===== src/rtl/conf_window.sv =====
// Qbus CAR/CDR/CSR register window onto a shared configuration bus: read
// prefetch, optional CAR auto-increment, per-source ack, timeout, sticky errors.
module conf_window #(
    parameter logic [12:0] ADDR_BASE  = 13'o17760,
    parameter int          NSRC       = 5,
    parameter int          STRIDE     = 1,
    parameter int          TMO_CYCLES = 255
) (
    input  logic               clk,
    input  logic               reset,
    input  logic [12:0]        reg_addr,
    input  logic               reg_bs7,
    output logic               reg_addr_match,
    output logic [15:0]        reg_rdata,
    input  logic [15:0]        reg_wdata,
    input  logic               reg_read,
    input  logic               reg_write,
    output logic [15:0]        conf_addr,
    output logic [15:0]        conf_wdata,
    output logic               conf_rd,
    output logic               conf_wr,
    input  logic [NSRC-1:0]    src_match,
    input  logic [16*NSRC-1:0] src_rdata,
    input  logic [NSRC-1:0]    src_ack
);

    typedef enum logic [1:0] {S_IDLE, S_SEL, S_WAIT} state_t;

    state_t      state_q, state_d;
    logic [15:0] car_q, car_d;
    logic [15:0] cdr_q, cdr_d;
    logic [15:0] wdata_q, wdata_d;
    logic [15:0] cnt_q, cnt_d;
    logic [3:0]  sel_q, sel_d;
    logic        ainc_q, ainc_d;
    logic        ovr_q, ovr_d;
    logic        multi_q, multi_d;
    logic        nomatch_q, nomatch_d;
    logic        tmo_q, tmo_d;
    logic        rd_q, rd_d;
    logic        inc_q, inc_d;

    logic        hit_car, hit_cdr, hit_csr;
    logic        wr_car, wr_cdr, wr_csr, rd_cdr;
    logic        busy;
    logic [15:0] csr;
    logic [3:0]  first_idx;
    logic        multi_hit;
    logic [15:0]  ack_ext;
    logic [255:0] rdata_ext;
    logic        ack_sel;
    logic [15:0] rdata_sel;

    assign hit_car = reg_bs7 && (reg_addr == ADDR_BASE);
    assign hit_cdr = reg_bs7 && (reg_addr == ADDR_BASE + 13'd2);
    assign hit_csr = reg_bs7 && (reg_addr == ADDR_BASE + 13'd4);
    assign reg_addr_match = hit_car || hit_cdr || hit_csr;

    assign wr_car = reg_write && hit_car;
    assign wr_cdr = reg_write && hit_cdr;
    assign wr_csr = reg_write && hit_csr;
    assign rd_cdr = reg_read && hit_cdr;

    assign busy = (state_q != S_IDLE);
    assign csr  = {tmo_q, nomatch_q, multi_q, ovr_q, 4'b0, busy, 6'b0, ainc_q};

    always_comb begin
        reg_rdata = 16'h0;
        if (hit_car)      reg_rdata = car_q;
        else if (hit_cdr) reg_rdata = cdr_q;
        else if (hit_csr) reg_rdata = csr;
    end

    assign conf_addr  = car_q;
    assign conf_wdata = wdata_q;
    assign conf_rd    = (state_q == S_WAIT) && rd_q;
    assign conf_wr    = (state_q == S_WAIT) && !rd_q;

    // Lowest-numbered matching source owns the transaction.
    always_comb begin
        first_idx = 4'd0;
        for (int i = NSRC - 1; i >= 0; i--) begin
            if (src_match[i]) first_idx = 4'(i);
        end
    end
    assign multi_hit = ($countones(src_match) > 1);

    assign ack_ext   = 16'(src_ack);
    assign rdata_ext = 256'(src_rdata);
    assign ack_sel   = ack_ext[sel_q];
    assign rdata_sel = rdata_ext[{sel_q, 4'b0} +: 16];

    always_comb begin
        state_d   = state_q;
        car_d     = car_q;
        cdr_d     = cdr_q;
        wdata_d   = wdata_q;
        cnt_d     = cnt_q;
        sel_d     = sel_q;
        ainc_d    = ainc_q;
        ovr_d     = ovr_q;
        multi_d   = multi_q;
        nomatch_d = nomatch_q;
        tmo_d     = tmo_q;
        rd_d      = rd_q;
        inc_d     = inc_q;

        // W1C first so an error raised in the same cycle still sticks.
        if (wr_csr) begin
            ainc_d = reg_wdata[0];
            if (reg_wdata[12]) ovr_d     = 1'b0;
            if (reg_wdata[13]) multi_d   = 1'b0;
            if (reg_wdata[14]) nomatch_d = 1'b0;
            if (reg_wdata[15]) tmo_d     = 1'b0;
        end

        case (state_q)
            S_IDLE: begin
                if (wr_car) begin
                    car_d   = reg_wdata;
                    rd_d    = 1'b1;
                    inc_d   = 1'b0;
                    state_d = S_SEL;
                end else if (wr_cdr) begin
                    wdata_d = reg_wdata;
                    rd_d    = 1'b0;
                    inc_d   = ainc_q;
                    state_d = S_SEL;
                end else if (rd_cdr && ainc_q) begin
                    car_d   = car_q + 16'(STRIDE);
                    rd_d    = 1'b1;
                    inc_d   = 1'b0;
                    state_d = S_SEL;
                end
            end
            S_SEL: begin
                if (src_match == '0) begin
                    nomatch_d = 1'b1;
                    if (rd_q) cdr_d = 16'hFFFF;
                    state_d = S_IDLE;
                end else begin
                    sel_d = first_idx;
                    if (multi_hit) multi_d = 1'b1;
                    cnt_d   = 16'd0;
                    state_d = S_WAIT;
                end
            end
            S_WAIT: begin
                if (ack_sel) begin
                    if (rd_q)  cdr_d = rdata_sel;
                    if (inc_q) car_d = car_q + 16'(STRIDE);
                    state_d = S_IDLE;
                end else if (cnt_q == 16'(TMO_CYCLES - 1)) begin
                    tmo_d = 1'b1;
                    if (rd_q)  cdr_d = 16'hFFFF;
                    if (inc_q) car_d = car_q + 16'(STRIDE);
                    state_d = S_IDLE;
                end else begin
                    cnt_d = cnt_q + 16'd1;
                end
            end
            default: state_d = S_IDLE;
        endcase

        if (busy && (wr_car || wr_cdr)) ovr_d = 1'b1;
    end

    always_ff @(posedge clk) begin
        if (reset) begin
            state_q   <= S_IDLE;
            car_q     <= 16'h0;
            cdr_q     <= 16'h0;
            wdata_q   <= 16'h0;
            cnt_q     <= 16'h0;
            sel_q     <= 4'd0;
            ainc_q    <= 1'b0;
            ovr_q     <= 1'b0;
            multi_q   <= 1'b0;
            nomatch_q <= 1'b0;
            tmo_q     <= 1'b0;
            rd_q      <= 1'b0;
            inc_q     <= 1'b0;
        end else begin
            state_q   <= state_d;
            car_q     <= car_d;
            cdr_q     <= cdr_d;
            wdata_q   <= wdata_d;
            cnt_q     <= cnt_d;
            sel_q     <= sel_d;
            ainc_q    <= ainc_d;
            ovr_q     <= ovr_d;
            multi_q   <= multi_d;
            nomatch_q <= nomatch_d;
            tmo_q     <= tmo_d;
            rd_q      <= rd_d;
            inc_q     <= inc_d;
        end
    end

endmodule


===== config.mk =====
export PLATFORM = sky130hd
export DESIGN_NAME = conf_window
export DESIGN_NICKNAME = d
export VERILOG_FILES = /design/src/rtl/conf_window.sv
export SDC_FILE = /design/constraint.sdc
export NUM_CORES = 1
export LEC_CHECK = 0
export ABC_CLOCK_PERIOD_IN_PS = 4100
export CORE_MARGIN = 2
export CORE_UTILIZATION = 48
export DETAILED_ROUTE_END_ITERATION = 16
export MAX_ROUTING_LAYER = met4
export PLACE_DENSITY = 0.84
export SLEW_MARGIN = 30
export SYNTH_ARGS = -nofsm -noshare
export SYNTH_HDL_FRONTEND = slang
export SYNTH_SLANG_ARGS = --single-unit

===== constraint.sdc =====
create_clock -name clk -period 4.1 [get_ports clk]
set_input_delay 0.41 -clock clk [delete_from_list [all_inputs] [get_ports clk]]
set_output_delay 0.41 -clock clk [all_outputs]
set_load 0.02 [all_outputs]

==> flow_summary.toml <==
[critical_path]
cp-start-kind = "primary input"
endpoint_kind = "output pin"
cp.arrival_ns = 2.59
path_max_fanout = 12
crit_required_ns = 3.69
cp_cell_sequence = "clkdlybuf4s50_1 -> nand4_1 -> nor2_1 -> nand2_1 -> nor2_1 -> clkdlybuf4s50_1"
cpMaxStageDelayCell = "clkdlybuf4s50_1"
worstSetupPathType = "primary input to output pin"
cpPeakStageDelay_ns = 0.64

[synthesis]
yosys_warnings = 0
synthesis.area_mm2 = 0.004599
synth_edf_count = 0
ys_async_sr_fraction = 0
ys_ff_latch = 76
synth.distinct_cells = 64
avgSynthCellArea_um2 = 8.332
synth_seq_area_share = 0.3308
synth_area_leaders = "dfxtp_1, a21oi_1, nand2_1, mux4_2, nor2_1"
syn_nets = 682
syn_inst = 552
synthFlopType = "dfxtp_1"
yosysTopAreaCell = "dfxtp_1"
synth_top_area_frac = 0.3308

[floorplanning]
initial_core_util = 0.4954
rows = 35
fp.dieH_um = 101.9
ios = 175
core-area_mm2 = 0.009284
die_w_um = 101.9
die_area_mm2 = 0.01038

[grt]
grt-ovfl-total = 0
grt_pass1_vias = 4966
grt_max_degree = 65
antenna_found_initial = 0
grt_pass1_wl_mm = 23.78
track_usage = 0.2991

[routing]
wl_mm = 15.21
dr.max_layer_used = "met4"
wl_met1_mm = 6.236
drt-pass1-iter-count = 5
wl_met3_mm = 1.143
drcViolationCount = 0
drtIter0Drc = 487
wl_met2_mm = 7.370
detail-route-antenna-nets = 0
vias = 5084
vias_per_cell = 6.045
avgRoutedWirePerCell_um = 18.08

[timing]
hold_slack_ns = 0.4524
final_max_slew_viol_count = 0
finalCritPeriodShare = 0.7329
hold_viol_final = 0
max_freq_mhz = 332.8
period_minus_slack_ns = 3.005
relSlewSlack = 0.3787
setup_ws_ns = 1.095
tightest_slew_ns = 0.9269
setup_viol = 0
clock_skew_ns = 0.01130
rsz0062_at_grt = "false"
setup-tns-final_ns = 0

[pwr]
total_power_mw = 1.584
ir_worst_vdd_uv = 122.6
p_leak_nw = 2.251
sw_frac_of_total = 0.2275
clkPwrFrac = 0.413
netSwitchingPower_mw = 0.3605
p_int_mw = 1.224
p_comb_frac = 0.122
seqPwrFrac = 0.465
power_density_mw_per_mm2 = 239.7

[outcome]
outcome = "finished clean"

[cts]
ctsRootBufferMaster = "clkbuf_8"
cts_resized = 0
cts.sinks = 76
tritoncts = "yes"
cts_hold_buf = 0
clk_path_buf_depth = 2
clk_pin_slew_worst_paths_ns = 0.08
post-cts-setup-buffer-count = 0
numCtsBuffers = 9
clock_latency_ns = 0.36
htree_levels = 3

[placement]
gp_congestion = 0.9244
dp_hpwl_mm = 11.44
pre_cts_ws_ns = 1.155
portBuffers = 174

[layout]
drive_above_1_share = 0.06882
antennaDiodeCount = 0
final_util = 0.7119
area_growth_pct = 43.69
final_nets = 837

[hold_path]
hold_path_class = "register to register"

[flow_run]
drv_cap = 0
==> metrics by stage <==
step | cell area [um^2] | std cells
global route | 6609 | 841
CTS | 6603 | 841
global placement | 6377 | 825
detailed placement | 6377 | 825
finish | 6609 | 841
floorplan | 4599 | 552
==> Yosys cell counts (10+ instances only) <==
cell,n
dfxtp_1,76
nor2_1,54
inv_1,10
nand3_1,11
a22oi_1,19
mux2i_1,19
a21oi_1,63
a211oi_1,10
mux4_2,10
nand2_1,80
o31ai_1,11
clkbuf_1,23
o21ai_0,10
o21a_1,16
==> cell usage in the layout, fill, tap and decap left out, drive strengths merged, types with 10 or more instances in the layout <==
cell           count
a211oi            10
a21oi             64
a22oi             19
clkbuf            10
clkdlybuf4s50    173
dfxtp             76
inv               10
mux2i             19
mux4              16
nand2             80
nand3             12
nor2              54
nor3              11
o21a              17
o21ai             10
o31ai             11
==> layer usage <==
layer  vias to the layer above  track usage
met5                         -            -
met1                      2377       0.3679
li1                       2386            -
met4                         0       0.1210
met3                        42      0.04514
met2                       279       0.4939
==> worst max-delay path: cells and delay by family <==
kind | cells | cell delay (ns)
buffers and inverters | 2 | 1.09
and+or+nand+nor | 4 | 1.09
==> registers in the layout, summed over array words and instances (netlist names) <==
register    count
cdr_q          16
state_q         2
tmo_q           1
conf_wdata     16
nomatch_q       1
cnt_q          16
multi_q         1
sel_q           3
rd_q            1
ainc_q          1
ovr_q           1
conf_addr      16
inc_q           1
==> worst paths after layout <==
kind	startpoint	end	slack, ns	cells after the start
min reg2reg	conf_wdata[11]	conf_wdata[11]	0.45	2
max reg2reg	sel_q[0]	cnt_q[15]	1.50	7
max	reg_addr[10]	reg_rdata[8]	1.10	6
min	conf_wdata[11]	conf_wdata[11]	0.45	2
==> cell type report <==
class                   instances  area [um^2]
multi-input cells             427         2867
clock buffers                  10        137.6
repair buffers                181         1789
clock inverters                 6        87.58
fillers                       756         2675
inverters                      12        45.04
well taps                     129        161.4
flip-flops and latches         76         1521
==> cells by family (layout without fill, tap and decap cells) <==
group	after synthesis	in the layout	share of synthesized area
muxes	37	37	0.1295
and+or+nand+nor	216	216	0.2301
adders and majority gates	6	6	0.01795
DFF	76	76	0.3308
AOI/OAI and AO/OA	168	168	0.2443
buffers and inverters	49	209	0.04733
==> power by group through the flow <==
stage               registers, mW  logic (mW)  clock network [mW]
finish                      0.737       0.193               0.654
global route                0.737       0.206               0.684
CTS                         0.737       0.192               0.656
detailed placement          0.755       0.191                   0
global placement            0.755       0.188                   0
floorplan                   0.755      0.0540                   0
No activity file was read; power rests on OpenSTA's default activity.
==> patch: new RTL, same settings <==
Set the parameter `TMO_CYCLES` to 128 (it was 255).
--- a/src/rtl/conf_window.sv
+++ b/src/rtl/conf_window.sv
@@ -4,7 +4,7 @@
     parameter logic [12:0] ADDR_BASE  = 13'o17760,
     parameter int          NSRC       = 5,
     parameter int          STRIDE     = 1,
-    parameter int          TMO_CYCLES = 255
+    parameter int          TMO_CYCLES = 128
 ) (
     input  logic               clk,
     input  logic               reset,
Behaviour: no difference found for any inputs over 4 cycles, from zero or initial values and one cycle with reset high; that may be too few to reach the edited logic, so the function may still have changed.
==> patch against the original RTL <==
Routed wire length is 9.3% lower; power is 6.9% lower; critical endpoint is now reg_rdata[9]; maximum frequency is 3.9% lower; sequential cell count stayed put; clock skew is 2.2 ps lower; cell count is 3.4% lower; combinational power is 6% lower; design area is 2.5% lower; highest routed layer unchanged; area after synthesis is 3.1% lower; worst setup slack worse by 120 ps; critical path depth is 2 lower.
==> patch: results (changes against the original RTL) <==
run status: finished clean (unchanged)
vias in the first global route: 4492 (was 4966)
largest cells by area after synthesis: dfxtp_1 34%, mux4_2 8.1%, a21oi_1 6.6%, nor2_1 5.9%, nand2_1 5.1% (was dfxtp_1 33%, a21oi_1 6.9%, nand2_1 6.5%, mux4_2 4.9%, nor2_1 4.4%)
metal2 WL: 7102 microns (was 7370 microns)
met1 track demand over resource: 32.54% (was 36.79%)
Critical Path Slowest Stage Cell: or4_1 (was clkdlybuf4s50_1)
met2 usage: 47.70% (was 49.39%)
pre-CTS WS: 991.1 ps (was 1155 ps)
Synth Area in Compound Gates: 19.29% (was 24.43%)
crit-path max FO: 14 (was 12)
Placer Congestion: 0.9211 (was 0.9244)
first-pass GRT wire length: 21580 microns (was 23780 microns)
top cells by instance count after synthesis: 76 x dfxtp_1, 70 x nor2_1, 61 x nand2_1 (was 80 x nand2_1, 76 x dfxtp_1, 63 x a21oi_1)
Adder-Cell Fraction of Synth Area: 1.572% (was 1.795%)
Peak VDD IR: 0.1554 mV (was 0.1226 mV)
leakage power: 2.126 nW (was 2.251 nW)
M1 WL: 5576 microns (was 6236 microns)
largest net degree at the start of global routing: 44 (was 65)
DR WL met3: 856 microns (was 1143 microns)
Tightest Pin Transition: 970.6 ps (was 926.9 ps)
Cell variety after synth: 60 (was 64)
Placed Cells: 796 (was 825)
gr usage total: 27.58% (was 29.91%)
Filler Cells Inserted: 724 (was 756)
worst stage delay on the critical path: 860 ps (was 640 ps)
Net Count, Synth: 667 (was 682)
mux contribution to synthesized area: 12.80% (was 12.95%)
post-synthesis sequential area ratio: 34.14% (was 33.08%)
nets@finish: 825 (was 837)
total vias in the final route: 4765 (was 5084)
Vias/cell: 5.868 (was 6.045)
cell area after layout: 6442 sq um (was 6609 sq um)
met3 Usage GRT: 5.850% (was 4.514%)
Mapped Avg Cell Area: 8.284 sq um (was 8.332 sq um)
DRT iter0 DRCs: 241 (was 487)
Detailed Place HPWL: 10760 microns (was 11440 microns)
routed len/inst: 16.98 microns (was 18.08 microns)
## patch: cell count changes after synthesis, moves of 7 or more
cell      unedited run  this run
nand2b_1             4        11
a22oi_1             19         1
nand2_1             80        61
a221oi_1             0        15
nor2_1              54        70
o21a_1              16         3
o31ai_1             11         3
nor3_1               9        28
xor2_1               0         7
## patch: area by class of cell
type / count / area share, %
clock buffer: 10 / 1.981
clock inverter: 6 / 1.010
inverter: 12 / 0.6992
multi-input combinational: 415 / 42.65
sequential: 76 / 23.62
tap: 111 / 2.156
timing repair buffer: 182 / 27.89
## patch: path summary, 6_finish.rpt
path | startpoint | to | slack, ps | cells past startpoint
min | conf_wdata[4] | conf_wdata[4] | 450 | 2
max | reg_addr[2] | reg_rdata[9] | 970 | 4
max reg2reg | sel_q[1] | conf_addr[0] | 980 | 7
min reg2reg | conf_wdata[4] | conf_wdata[4] | 450 | 2
## patch: power by group
part	internal [mW]	switching, mW	total [mW]
Combinational	0.125	0.0566	0.182
Clock	0.280	0.276	0.556
Sequential	0.737	0.00000907	0.737
